===== src/rtl/sig_deintlv_pkg.sv =====
// Shared geometry and helpers for the SIGNAL-field de-interleaver.
// The symbol is a 16-column by 3-row BPSK block of 48 coded bits.
package sig_deintlv_pkg;

  localparam int DEINTLV_NCOL = 16;
  localparam int DEINTLV_NROW = 3;
  localparam int N_CBPS_SIG   = DEINTLV_NCOL * DEINTLV_NROW;

  localparam logic [5:0] LAST_IDX = 6'(N_CBPS_SIG - 1);

  typedef enum logic {
    ST_IDLE = 1'b0,
    ST_READ = 1'b1
  } rd_state_e;

  // Step down a column (+NROW), wrapping to the top of the next row.
  function automatic logic [5:0] next_raddr(input logic [5:0] a);
    logic [6:0] s;
    s = {1'b0, a} + 7'(DEINTLV_NROW);
    if (s >= 7'(N_CBPS_SIG)) begin
      s = s - 7'(N_CBPS_SIG - 1);
    end
    return s[5:0];
  endfunction

endpackage


===== src/rtl/sig_deintlv_addr_gen.sv =====
// Read-side sequencer: walks k=0..47 and produces the de-interleave address
// incrementally, restarting whenever a new symbol becomes available.
module sig_deintlv_addr_gen
  import sig_deintlv_pkg::*;
(
  input  logic       clk,
  input  logic       rst,
  input  logic       start,
  output logic [5:0] raddr,
  output logic       active,
  output logic       last
);

  rd_state_e  state_q, state_d;
  logic [5:0] k_q, k_d;
  logic [5:0] raddr_q, raddr_d;

  always_comb begin
    state_d = state_q;
    k_d     = k_q;
    raddr_d = raddr_q;
    if (start) begin
      // A new symbol always wins, even mid-read.
      state_d = ST_READ;
      k_d     = '0;
      raddr_d = '0;
    end else if (state_q == ST_READ) begin
      if (k_q == LAST_IDX) begin
        state_d = ST_IDLE;
      end else begin
        k_d     = k_q + 6'd1;
        raddr_d = next_raddr(raddr_q);
      end
    end
  end

  always_ff @(posedge clk or posedge rst) begin
    if (rst) begin
      state_q <= ST_IDLE;
      k_q     <= '0;
      raddr_q <= '0;
    end else begin
      state_q <= state_d;
      k_q     <= k_d;
      raddr_q <= raddr_d;
    end
  end

  assign raddr  = raddr_q;
  assign active = (state_q == ST_READ);
  assign last   = (state_q == ST_READ) && (k_q == LAST_IDX);

endmodule


===== src/rtl/sig_deintlv.sv =====
// SIGNAL-field de-interleaver: ping-pong 48-bit banks written in interleaved
// order and read back in pre-interleaver order with one cycle of latency.
module sig_deintlv
  import sig_deintlv_pkg::*;
(
  input  logic clk,
  input  logic rst,
  input  logic di,
  input  logic di_vld,
  output logic dout,
  output logic do_vld,
  output logic err
);

  logic [5:0]            wcnt_q, wcnt_d;
  logic                  wsel_q, wsel_d;
  logic                  rsel_q, rsel_d;
  logic [N_CBPS_SIG-1:0] bank_q [2];
  logic [N_CBPS_SIG-1:0] bank_d [2];
  logic                  dout_q, dout_d;
  logic                  do_vld_q, do_vld_d;
  logic                  err_q, err_d;

  logic       start;
  logic       active;
  logic       last;
  logic [5:0] raddr;

  assign start = di_vld && (wcnt_q == LAST_IDX);

  sig_deintlv_addr_gen u_addr_gen (
    .clk    (clk),
    .rst    (rst),
    .start  (start),
    .raddr  (raddr),
    .active (active),
    .last   (last)
  );

  always_comb begin
    wcnt_d   = wcnt_q;
    wsel_d   = wsel_q;
    rsel_d   = rsel_q;
    bank_d   = bank_q;
    dout_d   = dout_q;
    do_vld_d = active;
    // A completed symbol before the current read reached k=47 is an overrun.
    err_d    = start && active && !last;
    if (di_vld) begin
      bank_d[wsel_q][wcnt_q] = di;
      if (wcnt_q == LAST_IDX) begin
        wcnt_d = '0;
        wsel_d = ~wsel_q;
        rsel_d = wsel_q;
      end else begin
        wcnt_d = wcnt_q + 6'd1;
      end
    end
    if (active) begin
      dout_d = bank_q[rsel_q][raddr];
    end
  end

  always_ff @(posedge clk or posedge rst) begin
    if (rst) begin
      wcnt_q   <= '0;
      wsel_q   <= 1'b0;
      rsel_q   <= 1'b0;
      dout_q   <= 1'b0;
      do_vld_q <= 1'b0;
      err_q    <= 1'b0;
    end else begin
      wcnt_q   <= wcnt_d;
      wsel_q   <= wsel_d;
      rsel_q   <= rsel_d;
      dout_q   <= dout_d;
      do_vld_q <= do_vld_d;
      err_q    <= err_d;
    end
  end

  // Bank contents carry no state worth resetting.
  always_ff @(posedge clk) begin
    bank_q <= bank_d;
  end

  assign dout   = dout_q;
  assign do_vld = do_vld_q;
  assign err    = err_q;

endmodule

===== config.mk =====
export PLATFORM = sky130hd
export DESIGN_NAME = sig_deintlv
export DESIGN_NICKNAME = d
export VERILOG_FILES = /design/src/rtl/sig_deintlv_pkg.sv /design/src/rtl/sig_deintlv_addr_gen.sv /design/src/rtl/sig_deintlv.sv
export SDC_FILE = /design/constraint.sdc
export NUM_CORES = 1
export LEC_CHECK = 0
export BUFFER_PORTS_ARGS = -buffer_cell sky130_fd_sc_hd__buf_2
export CORE_MARGIN = 3
export CORE_UTILIZATION = 35
export DETAILED_ROUTE_END_ITERATION = 12
export PLACE_DENSITY = 0.53
export SLEW_MARGIN = 20
export SYNTH_ARGS = -nofsm -noshare
export SYNTH_HDL_FRONTEND = slang
export SYNTH_SLANG_ARGS = --single-unit

===== constraint.sdc =====
create_clock -name clk -period 5.55 [get_ports clk]
set_input_delay 1.11 -clock clk [delete_from_list [all_inputs] [get_ports clk]]
set_output_delay 1.11 -clock clk [all_outputs]
set_load 0.02 [all_outputs]

==> flow_metrics.tcl <==
set metrics [dict create \
    syn2layout_area_growth_pct 13.7 \
    synth-warning-count 0 \
    layout_common_cells "120 x nor2_1, 96 x edfxtp_1, 35 x nand2_1, 23 x dfrtp_1, 18 x mux4_2" \
    dpl.hpwl_microns 7590 \
    ant_nets 0 \
    final_nets 469 \
    cts_hold_buffers 0 \
    drt_wl_total_microns 12200 \
    max-vdd-ir-drop_mv 0.253 \
    finalPower_mw 3.22 \
    grt.total_usage_pct 14.7 \
    cp-end-kind "register" \
    fmax_ghz 0.349 \
    grt_max_degree 97 \
    utilization_pct 41.3 \
    synth-edff-count 96 \
    grt_pass1_wl_microns 19700 \
    worst_pin_slew_ps 973 \
    cts-resized-gates 0 \
    ios 7 \
    cp.required_ps 5820 \
    timing.rr.start "u_addr_gen.raddr[0]" \
    min_from "u_addr_gen.active" \
    num_antenna_cells 0 \
    worstReg2RegEnd "u_addr_gen.raddr[3]" \
    numPortBuffers 6 \
    clock_path_buffers 2 \
    slew_violations 0 \
    hold_path_end "do_vld" \
    antenna_found_initial 0 \
    p_leak_nw 2.09 \
    syn-num-nets 467 \
    wl_per_cell_microns 17.8 \
    die_w_microns 133 \
    cts_root_buffer "clkbuf_16" \
    fin_crit_ps 2870 \
    cts.sinks 120 \
    synth-async-reset-ratio_pct 20.0 \
    die_area_sq_um 17600 \
    syn_inst 458 \
    drt_pass1_iterations 4 \
    synth_cell_types 50 \
    grt_setup_unrepaired "false" \
    hold_path_depth 0 \
    ys_seq_area_share_pct 61.9 \
    slowest_stage "dfrtp_1" \
    period_share_pct 51.6 \
    cp_data_arrival_time_ps 3140 \
    gp_congestion 0.768 \
    final_common_cell "nor2_1" \
    rr_worst_depth 8 \
    via_per_inst 5.11 \
    drc 0 \
    syn_area_sq_um 5630 \
    finalSetupViolations 0 \
    cp_cell_sequence "clkinv_1 -> ha_1 -> nor2b_1 -> nand2_1 -> nand3_4 -> mux2_1 -> nand2_1 -> a21oi_1" \
    first_global_vias 3498 \
    cts_buffers 17 \
    fin_setup_tns_ps 0 \
    cts_tree "yes" \
    finalHoldViolations 0 \
    die_h_microns 133 \
    core-area_sq_um 15500 \
    hold_path_class "reg -> reg" \
    cp_slowest_stage_delay_ps 820 \
    avgSynthCellArea_sq_um 12.3 \
    clkTransAtPathRegs_ps 60 \
    rrSetupSlack_ps 2680 \
    rows 45 \
    cp-startpoint "u_addr_gen.raddr[0]" \
    cts.htree.levels 4 \
    drt_iter0_drc 203 \
    post_cts_buffers 0 \
    drive_gt1_share_pct 13.3 \
    status "completed" \
    vias 3496 \
    path_max_fanout 18 \
    initial_core_util_pct 36.3 \
    overflow 0 \
    relSlewSlack_pct 34.8 \
    drv_cap 0 \
    startpoint_type "register" \
    ys.flop_type "edfxtp_1" \
    power.density_nw_per_um2 503 \
    clock_skew_ps 8.90 \
    ys_ff_latch 120 \
    crit_type "reg -> reg" \
    crit_top_cell "nand2_1" \
    clock_latency_ps 410 \
]
-- through the flow --
step                      std cells  hold slack [ps]  setup slack, ps  area [sq um]
after detailed placement        651              498             2760          5790
after global routing            684              525             2500          6400
after CTS                       683              511             2740          6380
final                           684              511             2680          6400
after global placement          651              502             2880          5790
after floorplan                 458              408             3310          5630
-- final cells by class --
| type | count | area [sq um] |
|---|---|---|
| Clock buffer | 18 | 429 |
| Clock inverter | 14 | 155 |
| Fill cell | 1482 | 9090 |
| Inverter | 8 | 30.0 |
| Multi-Input combinational cell | 302 | 1950 |
| Sequential cell | 120 | 3480 |
| Tap cell | 211 | 264 |
| Timing Repair Buffer | 11 | 80.1 |
-- sequential cells by signal, indices dropped and copies added (netlist names) --
name               flops
err                    1
u_addr_gen.active      1
wcnt_q                 6
dout                   1
wsel_q                 1
bank_q                96
u_addr_gen.k_q         6
u_addr_gen.raddr       6
do_vld                 1
rsel_q                 1
-- worst max-delay path, delay by kind of cell, from the launching register on --
kind | cells | cell delay (ps)
buffers and inverters | 1 | 460
AO/OA/AOI/OAI | 1 | 50
multiplexers | 1 | 330
flip-flops | 1 | 820
AND/OR/NAND/NOR | 4 | 670
adder cells (fa/ha/maj) | 1 | 390
-- how the worst max path moves through the flow --
stage | end | slack, ps
after floorplan | u_addr_gen.raddr[3] | 3310
after global placement | u_addr_gen.raddr[3] | 2880
after detailed placement | u_addr_gen.raddr[3] | 2760
after CTS | u_addr_gen.raddr[3] | 2740
after global routing | u_addr_gen.raddr[5] | 2500
final | u_addr_gen.raddr[3] | 2680
-- metal layers --
metal | routed length [microns] | vias up | global-route usage (%)
met4 | 118 | 0 | 5.37
met1 | 5720 | 1766 | 20.3
met5 | 0 | - | 0
met2 | 5950 | 56 | 22.2
met3 | 409 | 8 | 4.07
li1 | - | 1666 | -
-- cell families (layout without fill, tap and decap cells) --
group,count (synthesis),after routing,synth area share (%)
fa+ha+maj,5,5,1.11
flops,120,120,61.9
simple gates,205,205,15.9
buf+inv,36,51,3.36
xor+xnor,10,10,1.56
compound gates,46,46,5.63
mux,36,36,10.5
-- cells in the mapped netlist, types with 2 or more instances --
library cell,n,area [sq um]
clkinv_1,2,7.51
xnor2_1,4,35.0
nand2b_1,5,31.3
or3_1,3,18.8
edfxtp_1,96,2880
o22ai_1,2,12.5
a31oi_1,4,25.0
nor3b_1,2,15.0
clkbuf_1,19,71.3
mux2i_1,15,150
o221ai_1,4,35.0
xor2_1,6,52.6
dfrtp_1,24,601
mux2_2,2,22.5
buf_6,4,45.0
buf_2,3,15.0
o21ai_0,13,65.1
mux4_2,18,405
ha_1,5,62.6
nor3_1,2,10.0
a21oi_1,10,50.1
nand2_1,35,131
and3_1,4,25.0
nor2b_1,4,25.0
inv_1,6,22.5
nor4_1,2,12.5
nand4_1,8,50.1
nor2_1,120,450
nand3_1,15,75.1
-- report_power, final --
part           internal (mW)  leakage (nW)  switching, mW
logic                  0.353         0.663          0.566
registers               1.06          1.15          0.144
clock network          0.700         0.278          0.390
total                   2.12          2.09           1.10
No activity file was read; power rests on OpenSTA's default activity.
